### config.mk
export PLATFORM = sky130hd
export DESIGN_NAME = dispense_controller
export DESIGN_NICKNAME = d
export VERILOG_FILES = /design/src/rtl/dispense_pkg.sv /design/src/rtl/dispense_cmd_fifo.sv /design/src/rtl/dispense_controller.sv
export SDC_FILE = /design/constraint.sdc
export NUM_CORES = 1
export LEC_CHECK = 0
export ABC_AREA = 1
export BUFFER_PORTS_ARGS = -buffer_cell sky130_fd_sc_hd__buf_4
export CORE_UTILIZATION = 30
export CTS_CLUSTER_SIZE = 20
export DETAILED_ROUTE_END_ITERATION = 7
export SKIP_LAST_GASP = 1
export SYNTH_ARGS = -nofsm -noshare
export SYNTH_HDL_FRONTEND = slang
export SYNTH_SLANG_ARGS = --single-unit
export TNS_END_PERCENT = 100
### constraint.sdc
create_clock -name clk -period 6 [get_ports clk]
set_input_delay 0 -clock clk [delete_from_list [all_inputs] [get_ports clk]]
set_output_delay 0 -clock clk [all_outputs]
set_load 0.01 [all_outputs]
### src/rtl/dispense_pkg.sv
// Shared types for the dispense controller: command codes, FSM states and
// the queue-level width helper.
package dispense_pkg;

  typedef enum logic [1:0] {
    CMD_VEND = 2'd0,
    CMD_C10  = 2'd1,
    CMD_C5   = 2'd2
  } cmd_e;

  typedef enum logic [1:0] {
    ST_IDLE      = 2'd0,
    ST_DRIVE     = 2'd1,
    ST_WAIT_DONE = 2'd2,
    ST_GAP       = 2'd3
  } state_e;

  function automatic int lvl_w(input int depth);
    return $clog2(depth) + 1;
  endfunction

  // Push slot i carries the command with that capture priority.
  function automatic logic [1:0] push_cmd(input int idx);
    case (idx)
      0:       return CMD_VEND;
      1:       return CMD_C10;
      default: return CMD_C5;
    endcase
  endfunction

endpackage

### src/rtl/dispense_cmd_fifo.sv
// Command queue: up to three ordered pushes per cycle limited by the room at
// the start of the cycle, one pop, and a drop flag for refused pushes.
module dispense_cmd_fifo
  import dispense_pkg::*;
#(
  parameter int QDEPTH = 4,
  parameter int LW     = lvl_w(QDEPTH)
) (
  input  logic          clk,
  input  logic          rst,
  input  logic [2:0]    wr_req,
  input  logic          rd_en,
  output logic [1:0]    rd_data,
  output logic [LW-1:0] level,
  output logic [LW-1:0] level_next,
  output logic          empty,
  output logic          drop
);

  localparam int AW = $clog2(QDEPTH);

  logic [1:0]    mem_q [QDEPTH];
  logic [1:0]    mem_d [QDEPTH];
  logic [AW-1:0] wr_ptr_q, wr_ptr_d;
  logic [AW-1:0] rd_ptr_q, rd_ptr_d;
  logic [LW-1:0] level_q, level_d;
  logic [LW-1:0] room;
  logic [LW-1:0] n_acc;
  logic          rd_fire;

  always_comb begin
    mem_d   = mem_q;
    n_acc   = '0;
    drop    = 1'b0;
    room    = LW'(QDEPTH) - level_q;
    for (int i = 0; i < 3; i++) begin
      if (wr_req[i]) begin
        if (n_acc < room) begin
          mem_d[wr_ptr_q + n_acc[AW-1:0]] = push_cmd(i);
          n_acc = n_acc + 1'b1;
        end else begin
          drop = 1'b1;
        end
      end
    end
    rd_fire  = rd_en && (level_q != '0);
    wr_ptr_d = wr_ptr_q + n_acc[AW-1:0];
    rd_ptr_d = rd_ptr_q + AW'(rd_fire);
    level_d  = level_q + n_acc - LW'(rd_fire);
  end

  always_ff @(posedge clk) begin
    if (rst) begin
      for (int i = 0; i < QDEPTH; i++) mem_q[i] <= '0;
      wr_ptr_q <= '0;
      rd_ptr_q <= '0;
      level_q  <= '0;
    end else begin
      mem_q    <= mem_d;
      wr_ptr_q <= wr_ptr_d;
      rd_ptr_q <= rd_ptr_d;
      level_q  <= level_d;
    end
  end

  assign rd_data    = mem_q[rd_ptr_q];
  assign level      = level_q;
  assign level_next = level_d;
  assign empty      = (level_q == '0);

endmodule

### src/rtl/dispense_controller.sv
// Drives the item motor and coin solenoids one command at a time from the
// queue, with vend-done handshake, timeout fault and sticky overflow.
module dispense_controller
  import dispense_pkg::*;
#(
  parameter int PULSE_CYCLES   = 4,
  parameter int GAP_CYCLES     = 2,
  parameter int TIMEOUT_CYCLES = 1000,
  parameter int QDEPTH         = 4
) (
  input  logic                    clk,
  input  logic                    rst,
  input  logic                    vend_in,
  input  logic                    change_5c_in,
  input  logic                    change_10c_in,
  input  logic                    vend_done,
  input  logic                    fault_clr,
  output logic                    vend_motor,
  output logic                    coin5_sol,
  output logic                    coin10_sol,
  output logic                    busy,
  output logic [$clog2(QDEPTH):0] q_level,
  output logic                    overflow,
  output logic                    fault
);

  localparam int LW = lvl_w(QDEPTH);
  localparam int PW = $clog2(PULSE_CYCLES + 1);
  localparam int GW = $clog2(GAP_CYCLES + 1);
  localparam int TW = $clog2(TIMEOUT_CYCLES + 1);

  state_e        state_q, state_d;
  cmd_e          cmd_q, cmd_d;
  logic [PW-1:0] pulse_cnt_q, pulse_cnt_d;
  logic [GW-1:0] gap_cnt_q, gap_cnt_d;
  logic [TW-1:0] wait_cnt_q, wait_cnt_d;
  logic          done_seen_q, done_seen_d;
  logic          fault_q, fault_d;
  logic          overflow_q, overflow_d;
  logic          busy_q, busy_d;
  logic [2:0]    act_q, act_d;
  logic          fault_set;
  logic          pop;
  logic [1:0]    head;
  logic [LW-1:0] level, level_next;
  logic          empty, drop;

  dispense_cmd_fifo #(.QDEPTH(QDEPTH), .LW(LW)) u_fifo (
    .clk        (clk),
    .rst        (rst),
    .wr_req     ({change_5c_in, change_10c_in, vend_in}),
    .rd_en      (pop),
    .rd_data    (head),
    .level      (level),
    .level_next (level_next),
    .empty      (empty),
    .drop       (drop)
  );

  always_comb begin
    state_d     = state_q;
    cmd_d       = cmd_q;
    pulse_cnt_d = pulse_cnt_q;
    gap_cnt_d   = gap_cnt_q;
    wait_cnt_d  = wait_cnt_q;
    done_seen_d = done_seen_q;
    fault_set   = 1'b0;
    pop         = 1'b0;
    case (state_q)
      ST_IDLE: begin
        if (!empty && !fault_q) begin
          pop         = 1'b1;
          cmd_d       = cmd_e'(head);
          pulse_cnt_d = PW'(PULSE_CYCLES);
          done_seen_d = 1'b0;
          state_d     = ST_DRIVE;
        end
      end
      ST_DRIVE: begin
        if (cmd_q == CMD_VEND && vend_done) done_seen_d = 1'b1;
        if (pulse_cnt_q == PW'(1)) begin
          // An early drop sensor pulse during the motor drive skips the wait.
          if (cmd_q == CMD_VEND && !(done_seen_q || vend_done)) begin
            wait_cnt_d = '0;
            state_d    = ST_WAIT_DONE;
          end else begin
            gap_cnt_d = GW'(GAP_CYCLES);
            state_d   = ST_GAP;
          end
        end else begin
          pulse_cnt_d = pulse_cnt_q - 1'b1;
        end
      end
      ST_WAIT_DONE: begin
        if (vend_done) begin
          gap_cnt_d = GW'(GAP_CYCLES);
          state_d   = ST_GAP;
        end else if (wait_cnt_q == TW'(TIMEOUT_CYCLES - 1)) begin
          fault_set = 1'b1;
          state_d   = ST_IDLE;
        end else begin
          wait_cnt_d = wait_cnt_q + 1'b1;
        end
      end
      ST_GAP: begin
        if (gap_cnt_q == GW'(1)) state_d = ST_IDLE;
        else                     gap_cnt_d = gap_cnt_q - 1'b1;
      end
      default: state_d = ST_IDLE;
    endcase

    fault_d    = fault_clr ? 1'b0 : (fault_q | fault_set);
    overflow_d = fault_clr ? 1'b0 : (overflow_q | drop);
    busy_d     = (state_d != ST_IDLE) || (level_next != '0);
    act_d      = 3'b000;
    if (state_q == ST_DRIVE) begin
      case (cmd_q)
        CMD_VEND: act_d = 3'b001;
        CMD_C10:  act_d = 3'b010;
        CMD_C5:   act_d = 3'b100;
        default:  act_d = 3'b000;
      endcase
    end
  end

  always_ff @(posedge clk) begin
    if (rst) begin
      state_q     <= ST_IDLE;
      cmd_q       <= CMD_VEND;
      pulse_cnt_q <= '0;
      gap_cnt_q   <= '0;
      wait_cnt_q  <= '0;
      done_seen_q <= 1'b0;
      fault_q     <= 1'b0;
      overflow_q  <= 1'b0;
      busy_q      <= 1'b0;
      act_q       <= 3'b000;
    end else begin
      state_q     <= state_d;
      cmd_q       <= cmd_d;
      pulse_cnt_q <= pulse_cnt_d;
      gap_cnt_q   <= gap_cnt_d;
      wait_cnt_q  <= wait_cnt_d;
      done_seen_q <= done_seen_d;
      fault_q     <= fault_d;
      overflow_q  <= overflow_d;
      busy_q      <= busy_d;
      act_q       <= act_d;
    end
  end

  assign vend_motor = act_q[0];
  assign coin10_sol = act_q[1];
  assign coin5_sol  = act_q[2];
  assign busy       = busy_q;
  assign q_level    = level;
  assign overflow   = overflow_q;
  assign fault      = fault_q;

endmodule

==> flow_metrics.tcl, run 1 <==
set metrics [dict create \
    status "finished, final reports clean" \
    clk_latency_ns 0.30 \
    p_sw_w 0.000643 \
    gp_congestion 0.832 \
    ios 16 \
    report.final.slew_viol_count 0 \
    finalHoldViolCount 0 \
    arrival_ns 3.53 \
    start_util 0.311 \
    die-area_mm2 0.00836 \
    gr-total-overflow 0 \
    power_frac_seq 0.289 \
    drc 0 \
    p_per_area_mw_per_mm2 516 \
    placed_cells 454 \
    path_cells "inv_1 -> ha_1 -> ha_1 -> nand2_1 -> nand2_2 -> inv_1 -> ha_1 -> nand2_1 -> inv_1 -> nand2_2 -> nand3_2 -> nand2_1 -> nand2_1 -> ha_1 -> inv_1 -> fa_1 -> nor2_1 -> nand4_1 -> nand2_1 -> nand2_1 -> inv_1 -> nand2_1" \
    initialDrtViolationCount 70 \
    antenna_found_initial 0 \
    fin_skew_ns 0.00627 \
    slew_headroom 0.653 \
    finalSetupTns_ns 0 \
    netlist_area_mm2 0.00240 \
    viasPerCell 4.51 \
    die_y_um 91.5 \
    synth.distinct_cells 31 \
    slowest_delay_ns 0.48 \
    holdPathEnd "overflow$_SDFF_PP0_" \
    cp.required_ns 6.20 \
    crit_family "adder cells" \
    grt_pass1_vias 2015 \
    rsz0062_at_grt "no" \
    critPathSlowestCell "fa_1" \
    grt_max_degree 25 \
    grt_use_total 0.135 \
    switching_share 0.452 \
    grt_pass1_wl_mm 8.91 \
    cts-root-buf "clkbuf_8" \
    r2r_slack_ns 2.67 \
    clock_sinks 41 \
    worst_pin_slew_ns 0.520 \
    areaGrowthSynthToFinish_pct 14.7 \
    route.antenna.remaining_nets 0 \
    p_leak_nw 1.22 \
    min_path_type "in2reg" \
    crit_path_frequent_cell "nand2_1" \
    min_period_ns 3.33 \
    first_pass_iters 4 \
    coreArea_mm2 0.00773 \
    rows 32 \
    setup_viol 0 \
    crit_path_start_kind "flip-flop" \
    vdd_ir_drop_max_mv 0.250 \
    syn_avg_cell_area_um2 7.00 \
    wire_per_inst_um 11.0 \
    path_max_fanout 6 \
    synth-seq-cells 41 \
    power_frac_comb 0.549 \
    r2r_cells 22 \
    worstHoldStart "change_5c_in" \
    fp.dieW_um 91.5 \
    critPathKind "reg2reg" \
    finalNonFillerCells 465 \
    period_share 0.555 \
    synth_warnings 0 \
    p_int_w 0.000779 \
    cts.clk_slew.worst_paths_ns 0.08 \
    ys_seq_area_frac 0.342 \
    cts_made_buffers 5 \
    reg2reg_from "u_fifo.level[0]$_SDFF_PP0_" \
    cts_tree "yes" \
    vias 2098 \
    n_antenna_cell 0 \
    htreeDepth 2 \
    nNetsFinal 385 \
    holdPathStages 3 \
    portBuffers 15 \
    reg2reg_to "busy$_SDFF_PP0_" \
    p_clk_frac 0.162 \
    hpwl_mm 3.89 \
    cts_max_path_buffers 2 \
    setup_slack_ns 2.67 \
    totalWireLength_mm 5.10 \
    crit_buf_inv 5 \
    fmax_mhz 300 \
    layout-drive-gt1-share 0.121 \
    netlist_instances 343 \
    preCtsSetupSlack_ns 2.63 \
    synth_nets 366 \
    end_kind "flip-flop" \
    max_cap_violations 0 \
]
[synthesized netlist by cell type]
cell type / count / area (µm²)
nand2_1: 68 / 255
buf_2: 2 / 10.0
fa_1: 1 / 20.0
nor2_1: 44 / 165
or2_1: 1 / 6.26
xor2_1: 4 / 35.0
a21oi_1: 18 / 90.1
nor3_1: 10 / 50.1
o211a_1: 1 / 10.0
nor3_2: 2 / 20.0
o22a_1: 1 / 8.76
inv_1: 54 / 203
buf_6: 1 / 11.3
dfxtp_1: 41 / 821
inv_2: 4 / 15.0
o211ai_1: 2 / 15.0
xnor2_1: 11 / 96.3
clkbuf_1: 2 / 7.51
nand3_1: 18 / 90.1
a21oi_2: 7 / 61.3
buf_1: 1 / 3.75
ha_1: 15 / 188
a31oi_1: 2 / 12.5
nand4_1: 7 / 43.8
or2_2: 2 / 12.5
a211oi_1: 1 / 7.51
nand2_2: 3 / 18.8
a21oi_4: 1 / 16.3
nand3b_1: 1 / 7.51
nand3_2: 2 / 20.0
o21ai_0: 16 / 80.1
[cells by family (layout without fill, tap and decap cells)]
family                     Yosys count  in the layout  synth area share
and+or+nand+nor                    158            158             0.287
buffers and inverters               64             84             0.104
AOI/OAI and AO/OA                   49             49             0.126
DFF                                 41             41             0.342
adders and majority gates           16             16            0.0865
xor gates and xnor gates            15             15            0.0547
[metrics by stage]
| stage | power, W | instance area, µm² | util | hold slack, ns |
|---|---|---|---|---|
| after detailed placement | 0.00121 | 2610 | 0.338 | 0.319 |
| after global placement | 0.00119 | 2610 | 0.338 | 0.316 |
| final | 0.00142 | 2750 | 0.356 | 0.00181 |
| after CTS | 0.00144 | 2740 | 0.355 | 0.00165 |
| after global routing | 0.00159 | 2750 | 0.356 | 0.0111 |
| after floorplan | 0.00103 | 2400 | - | 0.0785 |
[layer usage]
| layer | global-route usage | vias to the layer above | wire, µm |
|---|---|---|---|
| met5 | 0 | - | 0 |
| met4 | 0.0516 | 0 | 51 |
| met3 | 0.0343 | 2 | 148 |
| met2 | 0.228 | 24 | 2360 |
| met1 | 0.162 | 944 | 2540 |
| li1 | - | 1128 | - |
[layout by cell type (no fill, tap or decap), drive strengths merged]
master | synthesis | layout
ha | 15 | 15
o211a | 1 | 1
fa | 1 | 1
or2 | 3 | 3
o21ai | 16 | 16
nor3 | 12 | 12
nand4 | 7 | 7
bufinv | 0 | 1
inv | 58 | 58
o211ai | 2 | 2
a211oi | 1 | 1
a31oi | 2 | 2
xor2 | 4 | 4
nand2 | 71 | 71
clkinv | 0 | 1
buf | 4 | 15
nand3 | 20 | 20
xnor2 | 11 | 11
dlygate4sd3 | 0 | 3
nand3b | 1 | 1
clkbuf | 2 | 5
nor2 | 44 | 44
dfxtp | 41 | 41
clkinvlp | 0 | 1
a21oi | 26 | 26
o22a | 1 | 1
[power by group through the flow]
stage	clock network [W]	registers, W	logic (W)
2_1_floorplan	0	0.000407	0.000621
3_3_place_gp	0	0.000415	0.000780
3_5_place_dp	0	0.000417	0.000789
4_1_cts	0.000238	0.000411	0.000792
5_1_grt	0.000249	0.000424	0.000918
6_report	0.000230	0.000411	0.000781
[worst register-to-register path, delay by kind of cell, from the launching register on]
| family | cells | cell delay [ns] |
|---|---|---|
| and+or+nand+nor | 12 | 0.99 |
| buffers and inverters | 5 | 0.33 |
| adders and majority gates | 5 | 1.55 |
| DFF | 1 | 0.35 |
[worst max-delay path by stage]
stage / start / to / depth (start not counted)
finish: u_fifo.level[0]$_SDFF_PP0_ / busy$_SDFF_PP0_ / 22
global route: u_fifo.level[0]$_SDFF_PP0_ / busy$_SDFF_PP0_ / 20
CTS: u_fifo.level[0]$_SDFF_PP0_ / busy$_SDFF_PP0_ / 20
detailed placement: u_fifo.level[0]$_SDFF_PP0_ / busy$_SDFF_PP0_ / 20
global placement: u_fifo.level[0]$_SDFF_PP0_ / busy$_SDFF_PP0_ / 22
floorplan: u_fifo.level[0]$_SDFF_PP0_ / busy$_SDFF_PP0_ / 22
[area by class of cell]
cell class	instances	area, µm²
Inverter	58	218
Timing Repair Buffer	18	143
Clock inverter	3	46.3
Multi-Input combinational cell	238	1330
Sequential cell	41	821
Fill cell	802	4970
Clock buffer	5	68.8
Tap cell	102	128
[flip-flops by register name, indices dropped and copies added (netlist names)]
signal and cells:
gap_cnt_q 2, act_q 3, busy 1, fault 1, u_fifo.rd_ptr_q 2, cmd_q 2
u_fifo.wr_ptr_q 2, overflow 1, state_q 2, done_seen_q 1, u_fifo.mem_q 8, u_fifo.level 3
pulse_cnt_q 3, wait_cnt_q 10
[timing repair]
action	4_1_cts	5_1_grt
gates resized for setup	0	0
hold endpoints to repair	2	1
hold buffers	2	1
buffers inserted	0	0
Power figures use the tool's default switching activity.
==> run 2: changes to the inputs <==
==> constraint.sdc (replaced) <==
create_clock -name clk -period 3.1 [get_ports clk]
set_input_delay 0 -clock clk [delete_from_list [all_inputs] [get_ports clk]]
set_output_delay 0 -clock clk [all_outputs]
set_load 0.01 [all_outputs]
==> run 2 against run 1 <==
Final cell count grew 3.9%. Sequential power rose by 93%. Worst hold slack barely moved. Clock power is 51% higher. Critical endpoint unchanged. Largest power group unchanged. Highest routed layer unchanged.
==> flow_metrics.tcl, run 2 (synthesis gave the netlist of run 1 again) <==
set metrics [dict create \
    biggestRegsByFlops "wait_cnt_q x10, u_fifo.mem_q x8" \
    vdd_ir_drop_max_mv 0.487 \
    hpwl_mm 3.97 \
    power_frac_comb 0.641 \
    finalHoldViolCount 0 \
    layout-drive-gt1-share 0.207 \
    fp.dieW_um 91.5 \
    fin_skew_ns 0.00866 \
    die_y_um 91.5 \
    final_cell_mix "nand2_1 (65), inv_1 (50), nor2_1 (44), dfxtp_1 (39), buf_4 (33)" \
    grt_max_degree 25 \
    crit_path_start_kind "flip-flop" \
    min_path_type "in2reg" \
    nNetsFinal 403 \
    rows 32 \
    end_kind "flip-flop" \
    totalWireLength_mm 5.45 \
    fmax_mhz 332 \
    critPathKind "reg2reg" \
    p_int_w 0.00175 \
    cts.clk_slew.worst_paths_ns 0.08 \
    startpoint "u_fifo.level[1]$_SDFF_PP0_" \
    period_share 0.971 \
    gr-total-overflow 0 \
    viasPerCell 4.58 \
    p_leak_nw 1.31 \
    setup_viol 0 \
    switching_share 0.451 \
    cts-root-buf "clkbuf_8" \
    grt_use_total 0.133 \
    first_pass_iters 4 \
    die-area_mm2 0.00836 \
    htreeDepth 2 \
    ios 16 \
    p_per_area_mw_per_mm2 1070 \
    clock_sinks 41 \
    top_register "wait_cnt_q" \
    final_common_cell "nand2_1" \
    worstHoldStart "fault_clr" \
    arrival_ns 3.21 \
    finalNonFillerCells 483 \
    multi_input_area_mm2 0.00145 \
    reg2reg_from "u_fifo.level[1]$_SDFF_PP0_" \
    portBuffers 15 \
    seq_area_um2 823 \
    hold_slack_ns 0.00174 \
    cts_tree "yes" \
    min_period_ns 3.01 \
    cts_max_path_buffers 2 \
    route.antenna.remaining_nets 0 \
    grt_pass1_vias 2045 \
    cp.required_ns 3.30 \
    p_sw_w 0.00144 \
    drc 0 \
    antenna_found_initial 0 \
    cts_made_buffers 5 \
    vias 2214 \
    clk_latency_ns 0.30 \
    worst_pin_slew_ns 0.544 \
    rsz0062_at_grt "yes" \
    status "finished, final reports clean" \
    largest_register_ffs 10 \
    placed_cells 466 \
    start_util 0.311 \
    path_max_fanout 4 \
    coreArea_mm2 0.00773 \
    fill_cells 805 \
    power_w 0.00318 \
    p_clk_frac 0.109 \
    gp_congestion 0.794 \
    grt_pass1_wl_mm 8.93 \
    areaGrowthSynthToFinish_pct 24.3 \
    slew_headroom 0.637 \
    initialDrtViolationCount 56 \
    max_cap_violations 0 \
    power_frac_seq 0.250 \
    wire_per_inst_um 11.3 \
    report.final.slew_viol_count 0 \
    n_antenna_cell 0 \
]
-- run 2: changes by cell type in the layout (fill, tap and decap cells not counted), moves of 4 or more --
cell	previous run	this run
ha_1	15	10
buf_4	15	33
ha_4	0	4
inv_1	54	50
nand2_4	0	4
-- run 2: cell type report --
class	instances	share of cell area
Clock buffer	6	0.0243
Clock inverter	2	0.00335
Inverter	58	0.0738
Multi-Input combinational cell	238	0.487
Sequential cell	41	0.276
Tap cell	102	0.0427
Timing Repair Buffer	36	0.0935
-- run 2: critical path: stages, from the launching register on --
cell and delay, ns:
dfxtp_2 0.34, inv_2 0.05, ha_4 0.15, ha_4 0.28
nand2_4 0.06, nand2_4 0.10, inv_4 0.04, ha_4 0.21
nand2_2 0.07, inv_2 0.05, nand2_4 0.08, nand3_4 0.07
buf_6 0.14, xnor2_4 0.12, ha_2 0.20, fa_1 0.49
nor2_1 0.12, nand4_1 0.09, nand2_1 0.07, nand2_1 0.06
inv_1 0.05, nand2_1 0.04
-- run 2: through the flow --
stage          cell area, µm²  utilization  TNS [ns]  setup WS, ns
3_5_place_dp             2700        0.349    -0.114        -0.106
2_1_floorplan            2400            -         0        0.0192
3_3_place_gp             2700        0.349         0        0.0409
4_1_cts                  2850        0.368         0        0.0207
5_1_grt                  2990        0.386    -0.130       -0.0940
6_report                 2990        0.386         0        0.0893
-- run 2: final timing paths --
check                        endpoint  slack, ns  depth (start not counted)
setup / recovery      busy$_SDFF_PP0_       0.09                         21
hold / removal    overflow$_SDFF_PP0_      0.002                          3
setup reg to reg      busy$_SDFF_PP0_       0.09                         21
hold reg to reg   act_q[0]$_SDFF_PP0_       0.45                          1
-- run 2: repair_timing --
item / in CTS / in global routing
hold endpoints to repair: 2 / 0
hold buffers: 2 / 0
gates resized for setup: 5 / 20
endpoints found under the setup margin: 2 / 2
setup buffers: 2 / 5
pin swaps: 2 / 11
-- run 2: routing by layer --
metal | wire [µm] | global-route usage
met1 | 2540 | 0.164
met5 | 0 | 0
met4 | 133 | 0.0595
met2 | 2630 | 0.222
met3 | 153 | 0.0251
-- run 2: power by group through the flow --
stage	logic [W]	registers, W	clock network [W]
floorplan	0.00120	0.000790	0
global placement	0.00164	0.000802	0
detailed placement	0.00169	0.000805	0
CTS	0.00176	0.000795	0.000360
global route	0.00230	0.000816	0.000376
finish	0.00204	0.000795	0.000347
